### config.mk
export PLATFORM = sky130hd
export DESIGN_NAME = sram_port_arbiter_flat
export DESIGN_NICKNAME = d
export VERILOG_FILES = /design/src/rtl/sram_port_arbiter_if.sv /design/src/rtl/sram_port_arbiter.sv /design/src/flat_wrapper.sv
export SDC_FILE = /design/constraint.sdc
export NUM_CORES = 1
export LEC_CHECK = 0
export CORE_AREA = 2 2 87 89
export DETAILED_ROUTE_END_ITERATION = 8
export DIE_AREA = 0 0 89 91
export GPL_TIMING_DRIVEN = 0
export HOLD_SLACK_MARGIN = 0.12
export MAX_ROUTING_LAYER = met4
export PLACE_DENSITY = 0.74
export SLEW_MARGIN = 20
export SYNTH_ARGS = -nofsm -noshare
export SYNTH_HDL_FRONTEND = slang
export SYNTH_SLANG_ARGS = --single-unit
### constraint.sdc
create_clock -name ACLK -period 3.6 [get_ports ACLK]
set_clock_uncertainty 0.15 [all_clocks]
set_input_delay 1.08 -clock ACLK [delete_from_list [all_inputs] [get_ports ACLK]]
set_output_delay 1.08 -clock ACLK [all_outputs]
set_load 0.01 [all_outputs]
### src/rtl/sram_port_arbiter_if.sv
// Signal bundle between the read/write engines, the arbiter and the SRAM macro wrapper.
interface sram_port_arbiter_if #(
    parameter int ADDR_W = 14,
    parameter int DATA_W = 32,
    parameter int STRB_W = 4
);
    logic              rd_req;
    logic              rd_en;
    logic              rd_last;
    logic [31:0]       rd_addr;
    logic              rd_gnt;
    logic [DATA_W-1:0] rd_data;
    logic              rd_data_vld;
    logic              wr_req;
    logic              wr_en;
    logic              wr_last;
    logic [31:0]       wr_addr;
    logic [DATA_W-1:0] wr_data;
    logic [STRB_W-1:0] wr_strb;
    logic              wr_gnt;
    logic              CEB;
    logic              WEB;
    logic [ADDR_W-1:0] A;
    logic [DATA_W-1:0] DI;
    logic [STRB_W-1:0] BWEB;
    logic [DATA_W-1:0] DO;
    logic              busy;

    modport slave (
        input  rd_req, rd_en, rd_last, rd_addr,
        input  wr_req, wr_en, wr_last, wr_addr, wr_data, wr_strb,
        input  DO,
        output rd_gnt, rd_data, rd_data_vld, wr_gnt,
        output CEB, WEB, A, DI, BWEB, busy
    );

    modport master (
        output rd_req, rd_en, rd_last, rd_addr,
        output wr_req, wr_en, wr_last, wr_addr, wr_data, wr_strb,
        output DO,
        input  rd_gnt, rd_data, rd_data_vld, wr_gnt,
        input  CEB, WEB, A, DI, BWEB, busy
    );
endinterface

### src/rtl/sram_port_arbiter.sv
// Burst-granting arbiter sharing one single-port SRAM between the read and write engines.
// Define SRAM_ARB_RR_EN for round-robin tie breaking; otherwise the write engine wins ties.
module sram_port_arbiter #(
    parameter int ADDR_W   = 14,
    parameter int DATA_W   = 32,
    parameter int STRB_W   = 4,
    parameter int HOLD_MAX = 16
) (
    input logic ACLK,
    input logic ARESETn,
    sram_port_arbiter_if.slave bus
);
    localparam int CNT_W = $clog2(HOLD_MAX) + 1;

    localparam logic [1:0] ST_IDLE = 2'd0;
    localparam logic [1:0] ST_RD   = 2'd1;
    localparam logic [1:0] ST_WR   = 2'd2;

    logic [1:0]       state;
    logic [1:0]       state_nxt;
    logic [CNT_W-1:0] hold_cnt;
    logic             rd_beat;
    logic             wr_beat;
    logic             hold_exp;
    logic             tie_wr;
    logic             vld_p1;
    logic             unused_addr_bits;

    assign rd_beat  = (state == ST_RD) && bus.rd_en;
    assign wr_beat  = (state == ST_WR) && bus.wr_en;
    assign hold_exp = !rd_beat && !wr_beat && (hold_cnt == CNT_W'(HOLD_MAX - 1));

    assign unused_addr_bits = ^{bus.rd_addr[31:ADDR_W+2], bus.rd_addr[1:0],
                                bus.wr_addr[31:ADDR_W+2], bus.wr_addr[1:0]};

`ifdef SRAM_ARB_RR_EN
    // Remembers whether the write engine held the most recent grant.
    logic last_wr;

    always_ff @(posedge ACLK or posedge ARESETn) begin
        if (ARESETn) begin
            last_wr <= 1'b1;
        end else if (state == ST_IDLE && state_nxt == ST_RD) begin
            last_wr <= 1'b0;
        end else if (state == ST_IDLE && state_nxt == ST_WR) begin
            last_wr <= 1'b1;
        end
    end

    assign tie_wr = ~last_wr;
`else
    assign tie_wr = 1'b1;
`endif

    always_comb begin
        state_nxt = state;
        case (state)
            ST_IDLE: begin
                if (bus.rd_req && bus.wr_req) state_nxt = tie_wr ? ST_WR : ST_RD;
                else if (bus.rd_req)          state_nxt = ST_RD;
                else if (bus.wr_req)          state_nxt = ST_WR;
            end
            ST_RD: begin
                if (!bus.rd_req || (rd_beat && bus.rd_last) || hold_exp) state_nxt = ST_IDLE;
            end
            ST_WR: begin
                if (!bus.wr_req || (wr_beat && bus.wr_last) || hold_exp) state_nxt = ST_IDLE;
            end
            default: state_nxt = ST_IDLE;
        endcase
    end

    // Stage p0 -> p1: grant state, hold timer and read-return valid.
    always_ff @(posedge ACLK or posedge ARESETn) begin
        if (ARESETn) begin
            state    <= ST_IDLE;
            hold_cnt <= '0;
            vld_p1   <= 1'b0;
        end else begin
            state  <= state_nxt;
            vld_p1 <= rd_beat;
            if (state_nxt != state || rd_beat || wr_beat) begin
                hold_cnt <= '0;
            end else if (state != ST_IDLE) begin
                hold_cnt <= hold_cnt + CNT_W'(1);
            end
        end
    end

    assign bus.rd_gnt      = (state == ST_RD);
    assign bus.wr_gnt      = (state == ST_WR);
    assign bus.busy        = (state == ST_RD) || (state == ST_WR);
    assign bus.rd_data_vld = vld_p1;
    assign bus.rd_data     = vld_p1 ? bus.DO : '0;

    // Macro controls follow the owner's beat strobe in the same cycle.
    always_comb begin
        bus.CEB  = 1'b1;
        bus.WEB  = 1'b1;
        bus.A    = '0;
        bus.DI   = '0;
        bus.BWEB = '1;
        if (rd_beat) begin
            bus.CEB = 1'b0;
            bus.A   = bus.rd_addr[ADDR_W+1:2];
        end else if (wr_beat) begin
            bus.CEB  = 1'b0;
            bus.WEB  = 1'b0;
            bus.A    = bus.wr_addr[ADDR_W+1:2];
            bus.DI   = bus.wr_data;
            bus.BWEB = ~bus.wr_strb;
        end
    end
endmodule

### src/flat_wrapper.sv
// flat-port wrapper written by rule: the top's interface ports become plain ports
module sram_port_arbiter_flat 
#(
    parameter int ADDR_W   = 14,
    parameter int DATA_W   = 32,
    parameter int STRB_W   = 4,
    parameter int HOLD_MAX = 16
)
  (ACLK, ARESETn, bus_rd_req, bus_rd_en, bus_rd_last, bus_rd_addr, bus_wr_req, bus_wr_en, bus_wr_last, bus_wr_addr, bus_wr_data, bus_wr_strb, bus_DO, bus_rd_gnt, bus_rd_data, bus_rd_data_vld, bus_wr_gnt, bus_CEB, bus_WEB, bus_A, bus_DI, bus_BWEB, bus_busy);
  sram_port_arbiter_if #(.ADDR_W(ADDR_W), .DATA_W(DATA_W), .STRB_W(STRB_W)) bus_i ();
  input logic ACLK;
  input logic ARESETn;
  input wire logic [$bits(bus_i.rd_req)-1:0] bus_rd_req;
  input wire logic [$bits(bus_i.rd_en)-1:0] bus_rd_en;
  input wire logic [$bits(bus_i.rd_last)-1:0] bus_rd_last;
  input wire logic [$bits(bus_i.rd_addr)-1:0] bus_rd_addr;
  input wire logic [$bits(bus_i.wr_req)-1:0] bus_wr_req;
  input wire logic [$bits(bus_i.wr_en)-1:0] bus_wr_en;
  input wire logic [$bits(bus_i.wr_last)-1:0] bus_wr_last;
  input wire logic [$bits(bus_i.wr_addr)-1:0] bus_wr_addr;
  input wire logic [$bits(bus_i.wr_data)-1:0] bus_wr_data;
  input wire logic [$bits(bus_i.wr_strb)-1:0] bus_wr_strb;
  input wire logic [$bits(bus_i.DO)-1:0] bus_DO;
  output wire logic [$bits(bus_i.rd_gnt)-1:0] bus_rd_gnt;
  output wire logic [$bits(bus_i.rd_data)-1:0] bus_rd_data;
  output wire logic [$bits(bus_i.rd_data_vld)-1:0] bus_rd_data_vld;
  output wire logic [$bits(bus_i.wr_gnt)-1:0] bus_wr_gnt;
  output wire logic [$bits(bus_i.CEB)-1:0] bus_CEB;
  output wire logic [$bits(bus_i.WEB)-1:0] bus_WEB;
  output wire logic [$bits(bus_i.A)-1:0] bus_A;
  output wire logic [$bits(bus_i.DI)-1:0] bus_DI;
  output wire logic [$bits(bus_i.BWEB)-1:0] bus_BWEB;
  output wire logic [$bits(bus_i.busy)-1:0] bus_busy;
  assign bus_i.rd_req = bus_rd_req;
  assign bus_i.rd_en = bus_rd_en;
  assign bus_i.rd_last = bus_rd_last;
  assign bus_i.rd_addr = bus_rd_addr;
  assign bus_i.wr_req = bus_wr_req;
  assign bus_i.wr_en = bus_wr_en;
  assign bus_i.wr_last = bus_wr_last;
  assign bus_i.wr_addr = bus_wr_addr;
  assign bus_i.wr_data = bus_wr_data;
  assign bus_i.wr_strb = bus_wr_strb;
  assign bus_i.DO = bus_DO;
  assign bus_rd_gnt = bus_i.rd_gnt;
  assign bus_rd_data = bus_i.rd_data;
  assign bus_rd_data_vld = bus_i.rd_data_vld;
  assign bus_wr_gnt = bus_i.wr_gnt;
  assign bus_CEB = bus_i.CEB;
  assign bus_WEB = bus_i.WEB;
  assign bus_A = bus_i.A;
  assign bus_DI = bus_i.DI;
  assign bus_BWEB = bus_i.BWEB;
  assign bus_busy = bus_i.busy;
  sram_port_arbiter #(.ADDR_W(ADDR_W), .DATA_W(DATA_W), .STRB_W(STRB_W), .HOLD_MAX(HOLD_MAX)) u_core (.ACLK(ACLK), .ARESETn(ARESETn), .bus(bus_i));
endmodule
# Word level (Yosys, flattened, before mapping)

Index checks and enable logic that the tools add are counted.

Bits in registers: 8
Bits of input ports: 140
Output and inout bits: 88

Add/subtract/negate cells: 1
Eq/ne operators: 4
Muxes and demuxes: 18
Bitwise logic cells: 1
Reduce and logical (&&, ||, !) cells: 21

Operators by type and width:

| cell                | number |
|---|---|
| $mux 32             | 3 |
| $mux 14             | 2 |
| $mux 2              | 5 |
| $mux 5              | 2 |
| $mux 4              | 2 |
| $logic_and 1x1->1   | 7 |
| $logic_or 1x1->1    | 7 |
| $pmux 2 s3          | 1 |
| $add 5x1->5 const B | 1 |
| $eq 5x4->1 const B  | 1 |
| $logic_not 1->1     | 4 |
| $not 4->4           | 1 |
| $reduce_bool 2->1   | 2 |
| $mux 1              | 3 |
| $eq 2x1->1 const B  | 1 |
| $eq 2x2->1 const B  | 1 |
| $logic_not 2->1     | 1 |
| $ne 2x2->1          | 1 |

# Logic depth before layout (Yosys ltp)

Depth in word-level cells: 12
Depth in mapped cells: 8

# Worst setup path before layout

No wires, ideal clock.

Path kind: input to output
Start point: input port bus_rd_en
End point: output port bus_DI[10]
Data arrival time: 1907 ps
Slack: 463 ps
Stages on the path: 5
Cell sequence: and2_1 > buf_6 > nor2_2 > clkbuf_1 > and2_1

Longest elaborated chain between the ends: 2

RTL lines:

| item               | line                     | RTL |
|---|---|---|
| start: declaration | flat_wrapper.sv:14       | `input wire logic [$bits(bus_i.rd_en)-1:0] bus_rd_en;` |
| $logic_and 1x1->1  | sram_port_arbiter.sv:29  | `assign rd_beat = (state == ST_RD) && bus.rd_en;` |
| $mux 32            | sram_port_arbiter.sv:103 | `if (rd_beat) begin` |
| end: declaration   | flat_wrapper.sv:31       | `output wire logic [$bits(bus_i.DI)-1:0] bus_DI;` |

No other way between the ends.

# Final worst setup path

Start point: input port bus_rd_en
End point: output port bus_DI[26]

Same word-level chain as after synthesis.

==> flow_summary.json <==
{
  "antenna_found_initial": 0,
  "clkPwrFrac_pct": 9.7,
  "cp_slowest_stage_delay_ns": 0.24,
  "regArea_sq_um": 200,
  "multi_input_comb_area_sq_um": 890,
  "dpl_cell_area_sq_mm": 0.00319,
  "cts_tree": "done",
  "critPathTopFamily": "buffers and inverters",
  "fin_crit_ns": 3.51,
  "worst_path_most_repeated_cell": "buf_6",
  "synth_area_leaders": "and2_1, dfrtp_1, a22o_1, ha_1, nand2_1",
  "synth-seq-cells": 8,
  "rsz0062_at_grt": "no",
  "hold_viol_final": 0,
  "final_antenna_net_count": 0,
  "yosys_warnings": 0,
  "p_switching_w": 0.000437,
  "die_x_um": 89,
  "power.total_w": 0.00109,
  "critical_path.endpoint_type": "output port",
  "gpl.final_weighted_congestion": 0.818,
  "drive_gt1_share_pct": 18.5,
  "nFillCells": 732,
  "vias_per_cell": 4.01,
  "drt_iter0_drc": 27,
  "worstPathRequired_ns": 2.37,
  "clk_pin_slew_worst_paths_ns": 0.04,
  "synth_cells": 154,
  "slew_violations": 0,
  "hold_path_depth": 2,
  "worst-r2r-cell-count": 9,
  "slowest_stage": "dlygate4sd2_1",
  "ir_drop_uv": 120,
  "vias": 1807,
  "clk_latency_ns": 0.23,
  "instances_no_fill": 451,
  "cts_root_buffer": "clkbuf_8",
  "die_area_sq_mm": 0.00810,
  "numClockSinks": 8,
  "setup_viol": 0,
  "syn-num-nets": 300,
  "status": "finished clean",
  "seq_area_frac_synth_pct": 17.3,
  "port_buffers": 191,
  "ctsHoldBuffers": 0,
  "grt_pass1_wl_um": 8720,
  "ios": 228,
  "p_leak_nw": 1.39,
  "initial_core_util_pct": 16.2,
  "area_delta_synth_final_pct": 171,
  "hpwlAfterDp_um": 5250,
  "grt_max_degree": 11,
  "wl_um": 5940,
  "cp_cell_sequence": "dlygate4sd2_1, and2_4, buf_6, nor2_4, buf_12, buf_6, and2_1, clkdlybuf4s15_1",
  "nNetsFinal": 500,
  "grt.overflow.total": 0,
  "num_rows": 31,
  "clockBufferDepth": 2,
  "start_kind": "input pin",
  "fmax_mhz": 285,
  "power.density_mw_per_mm2": 348,
  "grt_pass1_vias": 1827,
  "firstDrtPassIters": 4,
  "track_usage_pct": 13.9,
  "h-tree-depth": 1,
  "post-route-period-util_pct": 97.6,
  "fin_area_sq_mm": 0.00314,
  "seqPwrFrac_pct": 13.1,
  "worstPathMaxFanout": 10,
  "p_int_w": 0.000655,
  "dieHeight_um": 91,
  "yosys.area.top_type": "and2_1",
  "cap_violations": 0,
  "cts_buffers": 3,
  "max_slew_margin_pct": 79.3,
  "crit_arrival_ns": 2.28,
  "wl_per_cell_um": 13.2,
  "synth_top_area_share_pct": 35.6,
  "min_path_type": "flip-flop to flip-flop",
  "syn_area_sq_mm": 0.00116,
  "critPathBufInv": 5,
  "place_inst": 444,
  "tightest_slew_ns": 0.310,
  "ys_types": 29,
  "remaining_drc_errors": 0,
  "path_class": "input pin to output port",
  "syn_area_per_cell_sq_um": 7.52,
  "antennaDiodeCount": 0,
  "p_comb_share_pct": 77.2,
  "switching_share_pct": 40.0,
  "crit_cells": 8,
  "core_area_sq_mm": 0.00714
}
## synth_stat cells, drive strengths merged
library cell / n
a21oi: 7
a22o: 14
a32oi: 1
and2: 66
and3: 2
buf: 4
clkbuf: 7
dfrtp: 8
ha: 6
inv: 6
mux2i: 1
nand2: 10
nand2b: 1
nand3: 1
nand4b: 1
nor2: 10
nor2b: 1
nor4: 1
o2111ai: 1
o211ai: 1
o21ai: 2
xnor2: 1
xor2: 2
## final timing paths
path	from	end	slack (ns)
max reg2reg	u_core.state[1]	u_core.hold_cnt[1]	1.47
min	u_core.hold_cnt[4]	u_core.hold_cnt[4]	0.37
min reg2reg	u_core.hold_cnt[4]	u_core.hold_cnt[4]	0.37
max	bus_rd_en	bus_DI[26]	0.09
min in group asynchronous	ARESETn	u_core.hold_cnt[2]	0.96
max in group asynchronous	ARESETn	u_core.state[1]	2.11
## area by class of cell
class	count	area share (%)
plain buffers	11	3.19
clock buffers	3	1.32
well taps	99	3.95
flip-flops and latches	8	6.38
multi-input cells	129	28.4
repair buffers	195	56.1
inverters	6	0.718
## cell families (layout without fill, tap and decap cells)
family | count (synthesis) | after routing | share of synthesized area [%]
xor gates and xnor gates | 3 | 3 | 2.27
and+or+nand+nor | 93 | 93 | 46.7
AOI/OAI and AO/OA | 26 | 26 | 19.9
muxes | 1 | 1 | 0.864
buffers and inverters | 17 | 215 | 6.59
adders and majority gates | 6 | 6 | 6.48
DFF | 8 | 8 | 17.3
## power groups by stage
stage	registers, W	logic (W)	clock network [W]
after floorplan	0.000135	0.000410	0
after global placement	0.000142	0.000867	0
after detailed placement	0.000144	0.000882	0
after CTS	0.000143	0.000858	0.000110
after global routing	0.000148	0.000916	0.000114
final	0.000143	0.000843	0.000106
## metal layers
metal | track usage [%] | wire, um | vias to the layer above
met1 | 14.7 | 2200 | 786
met2 | 26.6 | 3120 | 113
met5 | - | 0 | -
met4 | 1.49 | 44 | 0
met3 | 3.09 | 571 | 4
li1 | - | - | 904
## flip-flops by register name, summed over array words and instances, names as in the netlist
register / count
u_core.hold_cnt: 5
u_core.bus.rd_data_vld: 1
u_core.state: 2
## per-stage QoR
stage / util [%] / hold WS (ns) / TNS (ns) / worst slack [ns]
2_1_floorplan: - / 0.330 / 0 / 0.463
3_3_place_gp: 44.8 / 0.356 / -31.14 / -0.674
3_5_place_dp: 44.8 / 0.364 / -32.77 / -0.702
4_1_cts: 44.0 / 0.373 / 0 / 0.0770
5_1_grt: 44.0 / 0.403 / 0 / 0.0317
6_report: 44.0 / 0.368 / 0 / 0.0864
## placed cells by master, fill, tap and decap left out, types with 2 or more instances in the layout
master	Yosys	routed
ha_1	6	6
dlygate4sd2_1	0	9
dfrtp_1	8	8
o21ai_0	2	2
buf_6	1	3
a22o_1	14	14
nor2_1	9	9
clkbuf_1	6	3
clkbuf_8	0	6
buf_2	3	39
clkdlybuf4s15_2	0	4
xor2_1	2	2
a21oi_1	5	5
and2_1	66	65
inv_1	6	6
nand2_1	10	10
buf_4	0	2
clkdlybuf4s50_1	0	137
clkdlybuf4s15_1	0	2
## worst min-delay path, cell delays in order, from the launching register on
cell	delay, ns
dfrtp_1	0.34
a21oi_1	0.06
nor2_1	0.08
## repair_timing
| action | in CTS | in global routing |
|---|---|---|
| gates resized for setup | 199 | 0 |
| buffers inserted | 3 | 0 |
| setup endpoints to repair | 52 | 0 |
Power figures use the tool's default switching activity.
